[config.mk]
export PLATFORM = sky130hd
export DESIGN_NAME = hazard_stall_ctrl
export DESIGN_NICKNAME = d
export VERILOG_FILES = /design/src/rtl/pipe_ctrl_pkg.sv /design/src/rtl/hazard_perf_counter.sv /design/src/rtl/hazard_stall_ctrl.sv
export SDC_FILE = /design/constraint.sdc
export NUM_CORES = 1
export LEC_CHECK = 0
export ABC_AREA = 1
export BUFFER_PORTS_ARGS = -buffer_cell sky130_fd_sc_hd__clkbuf_2
export CAP_MARGIN = 25
export CORE_MARGIN = 2
export CORE_UTILIZATION = 40
export DETAILED_ROUTE_END_ITERATION = 10
export PLACE_DENSITY_LB_ADDON = 0.12
export SYNTH_ARGS = -nofsm -noshare
export SYNTH_HDL_FRONTEND = slang
export SYNTH_SLANG_ARGS = --single-unit
[constraint.sdc]
create_clock -name clk -period 1.4 [get_ports clk]
set_input_delay 0.21 -clock clk [delete_from_list [all_inputs] [get_ports clk]]
set_output_delay 0.21 -clock clk [all_outputs]
set_load 0.02 [all_outputs]
[src/rtl/pipe_ctrl_pkg.sv]
// Shared definitions for the pipeline control slice: hazard sequencer state
// encoding, register index width, NOP encoding and the load-use detect term.
package pipe_ctrl_pkg;

    localparam int REG_AW = 5;

    // addi x0, x0, 0
    localparam logic [31:0] NOP_INSTR = 32'h0000_0013;

    typedef enum logic [1:0] {
        RUN        = 2'd0,
        LOAD_STALL = 2'd1,
        MEM_WAIT   = 2'd2
    } ctrlState_e;

    // A load in EX whose destination feeds the instruction in ID; x0 never hazards.
    function automatic logic loadUseHazard(
        input logic              exMemRead,
        input logic [REG_AW-1:0] exRd,
        input logic [REG_AW-1:0] rs1,
        input logic [REG_AW-1:0] rs2,
        input logic              useRs1,
        input logic              useRs2
    );
        return exMemRead && (exRd != '0) &&
               ((useRs1 && (exRd == rs1)) || (useRs2 && (exRd == rs2)));
    endfunction

endpackage

[src/rtl/hazard_perf_counter.sv]
// Wrapping event counter with synchronous active-low clear and count enable.
module hazard_perf_counter #(
    parameter int CNT_W = 16
) (
    input  logic             clk,
    input  logic             clrN,
    input  logic             en,
    output logic [CNT_W-1:0] count
);

    // Count enabled cycles, wrapping at 2^CNT_W; clear wins over enable.
    always_ff @(posedge clk) begin
        if (!clrN) begin
            count <= '0;
        end else if (en) begin
            count <= count + 1'b1;
        end
    end

endmodule

[src/rtl/hazard_stall_ctrl.sv]
// Pipeline hazard sequencer: load-use bubbles, taken-branch flush and
// data-memory wait freeze for the 5-stage core.
// Optional macro HAZARD_PERF_CNT_EN adds stall/flush performance counters;
// without it both counter outputs are tied to zero.
module hazard_stall_ctrl
    import pipe_ctrl_pkg::*;
#(
    parameter int LOAD_STALL_CYC = 1,
    parameter int CNT_W          = 16
) (
    input  logic              clk,
    input  logic              rst_n,
    input  logic [REG_AW-1:0] if_id_rs1,
    input  logic [REG_AW-1:0] if_id_rs2,
    input  logic              if_id_use_rs1,
    input  logic              if_id_use_rs2,
    input  logic              id_ex_mem_read,
    input  logic [REG_AW-1:0] id_ex_rd,
    input  logic              ex_branch_taken,
    input  logic              mem_req,
    input  logic              mem_ready,
    output logic              pc_write,
    output logic              if_id_write,
    output logic              if_id_flush,
    output logic              id_ex_bubble,
    output logic              pipe_hold,
    output logic [CNT_W-1:0]  stall_cnt,
    output logic [CNT_W-1:0]  flush_cnt
);

    // Bubbles still owed after the first one of a hazard.
    localparam logic [2:0] BUBBLE_INIT = 3'(LOAD_STALL_CYC - 1);

    ctrlState_e state;
    ctrlState_e stateNext;
    logic [2:0] bubbleCnt;
    logic [2:0] bubbleCntNext;
    logic       luh;
    logic       memWait;

    assign luh = loadUseHazard(id_ex_mem_read, id_ex_rd, if_id_rs1, if_id_rs2,
                               if_id_use_rs1, if_id_use_rs2);

    // MEM_WAIT keeps holding until mem_ready even if mem_req is not re-asserted.
    assign memWait = (mem_req || (state == MEM_WAIT)) && !mem_ready;

    // State and owed-bubble count; reset overrides any stall or wait in flight.
    always_ff @(posedge clk) begin
        if (!rst_n) begin
            state     <= RUN;
            bubbleCnt <= '0;
        end else begin
            state     <= stateNext;
            bubbleCnt <= bubbleCntNext;
        end
    end

    // Next state and enables, priority: memory wait > branch flush > load-use.
    always_comb begin
        pc_write      = 1'b1;
        if_id_write   = 1'b1;
        if_id_flush   = 1'b0;
        id_ex_bubble  = 1'b0;
        pipe_hold     = 1'b0;
        stateNext     = state;
        bubbleCntNext = bubbleCnt;

        if (memWait) begin
            // Freeze everything; bubbleCnt is kept so an interrupted stall resumes.
            pipe_hold   = 1'b1;
            pc_write    = 1'b0;
            if_id_write = 1'b0;
            stateNext   = MEM_WAIT;
        end else if (ex_branch_taken) begin
            // The stalled instruction is squashed, so any owed bubbles are dropped.
            if_id_flush   = 1'b1;
            id_ex_bubble  = 1'b1;
            stateNext     = RUN;
            bubbleCntNext = '0;
        end else begin
            unique case (state)
                RUN: begin
                    if (luh) begin
                        pc_write     = 1'b0;
                        if_id_write  = 1'b0;
                        id_ex_bubble = 1'b1;
                        if (LOAD_STALL_CYC > 1) begin
                            stateNext     = LOAD_STALL;
                            bubbleCntNext = BUBBLE_INIT;
                        end
                    end
                end
                LOAD_STALL: begin
                    pc_write     = 1'b0;
                    if_id_write  = 1'b0;
                    id_ex_bubble = 1'b1;
                    if (bubbleCnt <= 3'd1) begin
                        stateNext     = RUN;
                        bubbleCntNext = '0;
                    end else begin
                        bubbleCntNext = bubbleCnt - 3'd1;
                    end
                end
                MEM_WAIT: begin
                    stateNext = (bubbleCnt != '0) ? LOAD_STALL : RUN;
                end
                default: begin
                    stateNext     = RUN;
                    bubbleCntNext = '0;
                end
            endcase
        end
    end

`ifdef HAZARD_PERF_CNT_EN
    hazard_perf_counter #(.CNT_W(CNT_W)) stallCounter (
        .clk   (clk),
        .clrN  (rst_n),
        .en    (!pc_write),
        .count (stall_cnt)
    );

    hazard_perf_counter #(.CNT_W(CNT_W)) flushCounter (
        .clk   (clk),
        .clrN  (rst_n),
        .en    (if_id_flush),
        .count (flush_cnt)
    );
`else
    assign stall_cnt = '0;
    assign flush_cnt = '0;
`endif

endmodule
==> results of run 1 <==
## cell families (layout without fill, tap and decap cells)
| kind of cell | count (synthesis) | count (layout) | synth area share |
|---|---|---|---|
| DFF | 5 | 5 | 0.1221 |
| and+or+nand+nor | 68 | 68 | 0.3527 |
| AOI/OAI and AO/OA | 6 | 6 | 0.04886 |
| buffers and inverters | 60 | 64 | 0.4260 |
| other | 1 | 32 | 0.004576 |
| adders and majority gates | 3 | 3 | 0.04581 |
## through the flow
step	cells	utilization	setup TNS [ps]	hold slack [ps]
floorplan	174	-	-39.74	361.5
global placement	195	0.4504	0	462.1
detailed placement	195	0.4504	0	461.9
CTS	203	0.4936	-210.2	216.0
global route	205	0.5097	-785.0	220.1
finish	205	0.5097	-201.7	225.0
## critical path, delay by kind of cell (launching register included)
| kind | cells | cell delay [ps] |
|---|---|---|
| AND/OR/NAND/NOR | 5 | 390 |
| flip-flops | 1 | 360 |
| buffers and inverters | 2 | 260 |
## routing by layer
layer,wire (um),vias up
met4,0,0
met3,89,0
met2,757,28
li1,-,425
met5,0,-
met1,599,314
## where the power goes
group | internal [mW] | switching (mW)
logic | 0.0938 | 0.182
clock network | 0.107 | 0.0531
registers | 0.149 | 0.00440
total | 0.350 | 0.239
## placed cells by master, fill, tap and decap left out, types with 3 or more instances in the layout
master | netlist | final
conb_1 | 1 | 32
clkbuf_4 | 0 | 3
inv_2 | 5 | 7
nor2_1 | 12 | 12
buf_8 | 0 | 3
nand3_1 | 7 | 7
ha_1 | 3 | 3
nand2_1 | 41 | 39
inv_1 | 22 | 19
nand2_2 | 2 | 3
dfxtp_1 | 5 | 3
clkbuf_2 | 0 | 22
buf_4 | 33 | 5
## path summary, 6_finish.rpt
| kind | from | endpoint | slack, ps | cells past startpoint |
|---|---|---|---|---|
| worst min register to register | bubbleCnt[2] | bubbleCnt[2] | 470 | 2 |
| worst min-delay path | rst_n | state[1] | 220 | 3 |
| worst max register to register | bubbleCnt[1] | bubbleCnt[0] | 220 | 7 |
| worst max-delay path | state[1] | pc_write | -50 | 7 |
## sequential cells by signal, summed over array words and instances, names as in the netlist
name and flops:
state 2, bubbleCnt 3
## area by class of cell
type,instances,area (sq um),share of cell area
well taps,27,33.78,0.03413
repair buffers,33,220.2,0.2225
inverters,27,105.1,0.1062
multi-input cells,109,501.7,0.5070
flip-flops and latches,5,102.6,0.1037
clock buffers,4,26.28,0.02655
## repair_timing
item,in CTS,in global routing
pin swaps,4,3
buffers inserted,4,2
gates resized for setup,6,9
endpoints found under the setup margin,4,5
==> summary.md, run 1 <==
| Metric | Value |
|---|---|
| Max Slew Vio Count | 0 |
| Endpoints failing hold | 0 |
| Setup WS post-layout | -51.95 ps |
| Met1 GRT Util | 0.1407 |
| Failing checks | negative setup slack |
| Initial antenna violation count | 0 |
| Overall power | 589.4 uW |
| Yosys reg bits | 5 |
| DRT antenna net count | 0 |
| Max IR drop VDD | 543.8 uV |
| Ant diodes | 0 |
| Die ar. | 0.002427 sq mm |
| Sequential area share after synthesis | 0.1221 |
| TritonCTS clock tree | built |
| Initial Util | 0.4220 |
| Met2 GRT Util | 0.2095 |
| Place WS | 65.63 ps |
| Fin area | 989.7 sq um |
| Number of global-route vias before repair | 604 |
| Post-Syn Area | 819.5 sq um |
| # setup viols final | 4 |
| P per Cell Area | 595.5 mW/mm^2 |
| Met3 Usage GRT | 0.02761 |
| Detailed Routing Iterations Pass 1 | 4 |
| Dominant cell type by area after synthesis | buf_4 |
| Min-Delay Path Class | in2reg |
| Critical path class | reg2out |
| CORE AREA | 0.001942 sq mm |
| Critical path peak fanout | 4 |
| Pin count of the biggest net entering global routing | 6 |
| CTS root buffer | clkbuf_4 |
| Die Span Y | 49.27 um |
| Post-synthesis average cell area | 5.731 sq um |
| Hold buffer count at cts | 0 |
| DR vias/cell | 3.741 |
| Leakage power | 0.6375 nW |
| Worst path arrival time | 1240 ps |
| GRT Total Usage | 0.1236 |
| Critical-path cell list | nand2_2, nand2_2, nand2_4, buf_4, nand3_1, nand2_4, buf_8 |
| RePlAce Congestion | 0.7266 |
| Status | finished with violations |
| Final net count | 205 |
| MaxCap Viol Count | 0 |
| CTS max path bufs | 2 |
| Filler instances | 223 |
| Main area contributors after synthesis | buf_4 30%, nand2_1 19%, dfxtp_1 12% |
| Drt total wl | 1446 um |
| Width of the die | 49.27 um |
| First-pass GRT wire length | 2346 um |
| Period utilization | 1.037 |
| Startpoint types | register |
| CTS clock-pin slew for the worst setup and hold paths | 40 ps |
| Post-synth EDFFs | 0 |
| FMAX | 688.7 MHz |
| DRT iter0 DRCs | 5 |
| Drt wl/cell | 7.054 um |
| CTS buffer count | 3 |
| Yosys cell types | 20 |
| Skew final | 2.736 ps |
| Worst path required time | 1190 ps |
| Min cycle time layout | 1452 ps |
| Overflow after GRT | 0 |
| Post-DP HPWL | 1225 um |
| H-tree depth | 1 |
| Total number of vias | 767 |
| Syn Inst Count | 143 |
| Crit end category | primary output |
| Most numerous cell in the Yosys netlist | nand2_1 |
| Layout cell share with drive strength beyond 1 | 0.3090 |
| Worst-skew pair later-pin latency | 240 ps |
| Io pins | 60 |
| Grt peak-use layer | met2 |
| RSZ-0062 raised after global routing | yes |
| Slowest stage cell, crit path | dfxtp_2 |
| Proportion of netlist area held by the largest area contributor | 0.3023 |
| Clk sinks | 5 |
| Placed Area | 874.6 sq um |
| DRC violation count after routing | 0 |
| Most used DFF post-synth | dfxtp_1 |
| Area delta synth->final | 20.76% |
| IO Port Bufs | 27 |
| Ys async rst share | 0 |
| Commonest cells post-synth | 41 x nand2_1, 33 x buf_4, 22 x inv_1 |
| Cell Rows | 16 |
| Max incr delay on CP | 360 ps |
| Synth Warn # | 0 |
No activity file was read; power rests on OpenSTA's default activity.
==> inputs of run 2 (changes only) <==
==> constraint.sdc (replaced) <==
create_clock -name clk -period 1.4 [get_ports clk]
set_input_delay 0.07 -clock clk [delete_from_list [all_inputs] [get_ports clk]]
set_output_delay 0.07 -clock clk [all_outputs]
set_load 0.02 [all_outputs]
==> summary.md, run 2 (synthesized netlist as in run 1, its figures left out) <==
| Metric | Value |
|---|---|
| # setup viols final | 0 (was 4) |
| R2R depth | 7 (unchanged) |
| Min cycle time layout | 1270 ps (was 1452 ps) |
| IO Port Bufs | 27 (unchanged) |
| Worst path arrival time | 1200 ps (was 1240 ps) |
| Postcts setup bufs | 0 (was 4) |
| Cell Rows | 16 (unchanged) |
| Clock share of power | 0.295 (was 0.272) |
| RSZ-0062 raised after global routing | no (was yes) |
| Total number of vias | 761 (was 767) |
| Startpoint of the worst hold path | rst_n (unchanged) |
| Number of global-route vias before repair | 606 (was 604) |
| Max Slew Vio Count | 0 (unchanged) |
| Seq pwr share | 0.268 (was 0.260) |
| Overflow after GRT | 0 (unchanged) |
| Most frequent cells in the layout | 40 x nand2_1, 32 x conb_1, 24 x clkbuf_2, 19 x inv_1, 12 x nor2_1 (was 39 x nand2_1, 32 x conb_1, 22 x clkbuf_2, 19 x inv_1, 12 x nor2_1) |
| CTS max path bufs | 2 (unchanged) |
| Pin count of the biggest net entering global routing | 7 (was 6) |
| Ant diodes | 0 (unchanged) |
| DR vias/cell | 3.824 (was 3.741) |
| Io pins | 60 (unchanged) |
| Hold EP | state[1] (unchanged) |
| Die Span Y | 49.27 um (unchanged) |
| Skew final | 4.572 ps (was 2.736 ps) |
| Setup WS post-layout | 130.2 ps (was -51.95 ps) |
| Initial antenna violation count | 0 (unchanged) |
| Largest register FFs | 3 (unchanged) |
| CTS buffer count | 3 (unchanged) |
| Final net count | 199 (was 205) |
| Layout cell share with drive strength beyond 1 | 0.2791 (was 0.3090) |
| Leakage power | 0.6012 nW (was 0.6375 nW) |
| H-tree depth | 1 (unchanged) |
| Worst r2r src | bubbleCnt[1] (unchanged) |
| DRT antenna net count | 0 (unchanged) |
| Most common cell after layout, fill and taps aside | nand2_1 (unchanged) |
| Initial Util | 0.4220 (unchanged) |
| CORE AREA | 0.001942 sq mm (unchanged) |
| Min-Delay Path Class | in2reg (unchanged) |
| FMAX | 787.5 MHz (was 688.7 MHz) |
| RePlAce Congestion | 0.7415 (was 0.7266) |
| Reg2reg end | bubbleCnt[0] (unchanged) |
| First-pass GRT wire length | 2270 um (was 2346 um) |
| Total negative slack | 0 ps (was -201.7 ps) |
| Largest registers | bubbleCnt x3, state x2 (unchanged) |
| TritonCTS clock tree | built (unchanged) |
| CTS root buffer | clkbuf_4 (unchanged) |
| DRC violation count after routing | 0 (unchanged) |
| Critical path peak fanout | 6 (was 4) |
| Area delta synth->final | 10.84% (was 20.76%) |
| MaxCap Viol Count | 0 (unchanged) |
| Logic pwr share | 0.437 (was 0.468) |
| Clk sinks | 5 (unchanged) |
| GRT Total Usage | 0.1166 (was 0.1236) |
| Post-DP HPWL | 1271 um (was 1225 um) |
| Startpoint types | register (unchanged) |
| Die ar. | 0.002427 sq mm (unchanged) |
| Worst path required time | 1330 ps (was 1190 ps) |
| Largest reg by FF count | bubbleCnt (unchanged) |
| CTS clock-pin slew for the worst setup and hold paths | 40 ps (about the same) |
| Crit end category | primary output (unchanged) |
| Drt wl/cell | 7.050 um (was 7.054 um) |
| FF-to-FF setup slack | 240 ps (was 220 ps) |
| Fin area | 908.4 sq um (was 989.7 sq um) |
| Worst-skew pair later-pin latency | 240 ps (about the same) |
| Width of the die | 49.27 um (unchanged) |
| Max IR drop VDD | 528.5 uV (was 543.8 uV) |
| Drt total wl | 1403 um (was 1446 um) |
| Detailed Routing Iterations Pass 1 | 4 (unchanged) |
| Internal Pwr Total | 330.6 uW (was 350.0 uW) |
| Filler instances | 235 (was 223) |
| Place WS | 252.2 ps (was 65.63 ps) |
| Switch Pwr | 238.4 uW (was 239.4 uW) |
| Status | finished clean (was finished with violations) |
| Placed Area | 862.1 sq um (was 874.6 sq um) |
| Period utilization | 0.9070 (was 1.037) |
| Switching part of the total | 0.4190 (was 0.4062) |
| P per Cell Area | 626.4 mW/mm^2 (was 595.5 mW/mm^2) |
| DRT iter0 DRCs | 9 (was 5) |
| Endpoints failing hold | 0 (unchanged) |
| Hold path cells | 3 (unchanged) |
| Critical path class | reg2out (unchanged) |
run 2: changes by cell type in the layout (fill, tap and decap cells not counted):
cell / before / now
buf_4: 5 / 1
clkbuf_2: 22 / 24
buf_2: 1 / 0
nand2_1: 39 / 40
clkinvlp_4: 1 / 0
nand2_4: 2 / 1
inv_2: 7 / 8
buf_8: 3 / 0
run 2: worst max path at each step:
stage	from	to	slack, ps	cells past startpoint
floorplan	state[0]	pc_write	6	9
global placement	state[0]	if_id_write	250	9
detailed placement	bubbleCnt[1]	bubbleCnt[0]	250	7
CTS	state[0]	if_id_write	0.5	9
global route	state[0]	pc_write	10	9
finish	state[0]	pc_write	130	9
run 2: what timing repair did:
item	4_1_cts	5_1_grt
resized for setup	1	13
hold buffers	0	0
setup endpoints to repair	2	3
run 2: metal layers:
layer / vias up / share of wire / GRT usage
met1: 312 / 0.43 / 0.1410
met4: 0 / 0.0086 / 0.04286
met5: - / 0 / 0
met2: 30 / 0.48 / 0.1937
met3: 2 / 0.076 / 0.03374
li1: 417 / - / -
run 2: power groups by stage:
| stage | Combinational (mW) | Clock [mW] | Sequential, mW |
|---|---|---|---|
| after floorplan | 0.248 | 0 | 0.154 |
| after global placement | 0.237 | 0 | 0.155 |
| after detailed placement | 0.238 | 0 | 0.155 |
| after CTS | 0.241 | 0.170 | 0.153 |
| after global routing | 0.278 | 0.180 | 0.154 |
| final | 0.248 | 0.168 | 0.153 |
run 2: cell type report:
cell class | count | area (sq um) | area share
tap | 27 | 33.78 | 0.03719
multi-input combinational | 109 | 494.2 | 0.5441
inverter | 27 | 101.3 | 0.1116
clock buffer | 4 | 26.28 | 0.02893
sequential | 5 | 102.6 | 0.1129
timing repair buffer | 27 | 150.1 | 0.1653
run 2: worst max-delay path, cell delays in order, from the launching register on:
cell and delay (ps):
dfxtp_2 330, inv_2 50, nand2_2 50, nand2_2 50
nand2_4 90, inv_2 50, nor2_4 80, inv_2 40
nand2_2 80, buf_6 120
run 2: metrics by stage:
| step | utilization | std cells | total power, mW | hold slack [ps] |
|---|---|---|---|---|
| CTS | 0.4588 | 199 | 0.5631 | 92.75 |
| detailed placement | 0.4439 | 195 | 0.3935 | 346.4 |
| global placement | 0.4439 | 195 | 0.3921 | 347.2 |
| floorplan | - | 174 | 0.4021 | 221.5 |
| finish | 0.4678 | 199 | 0.5690 | 84.43 |
| global route | 0.4678 | 199 | 0.6121 | 98.40 |
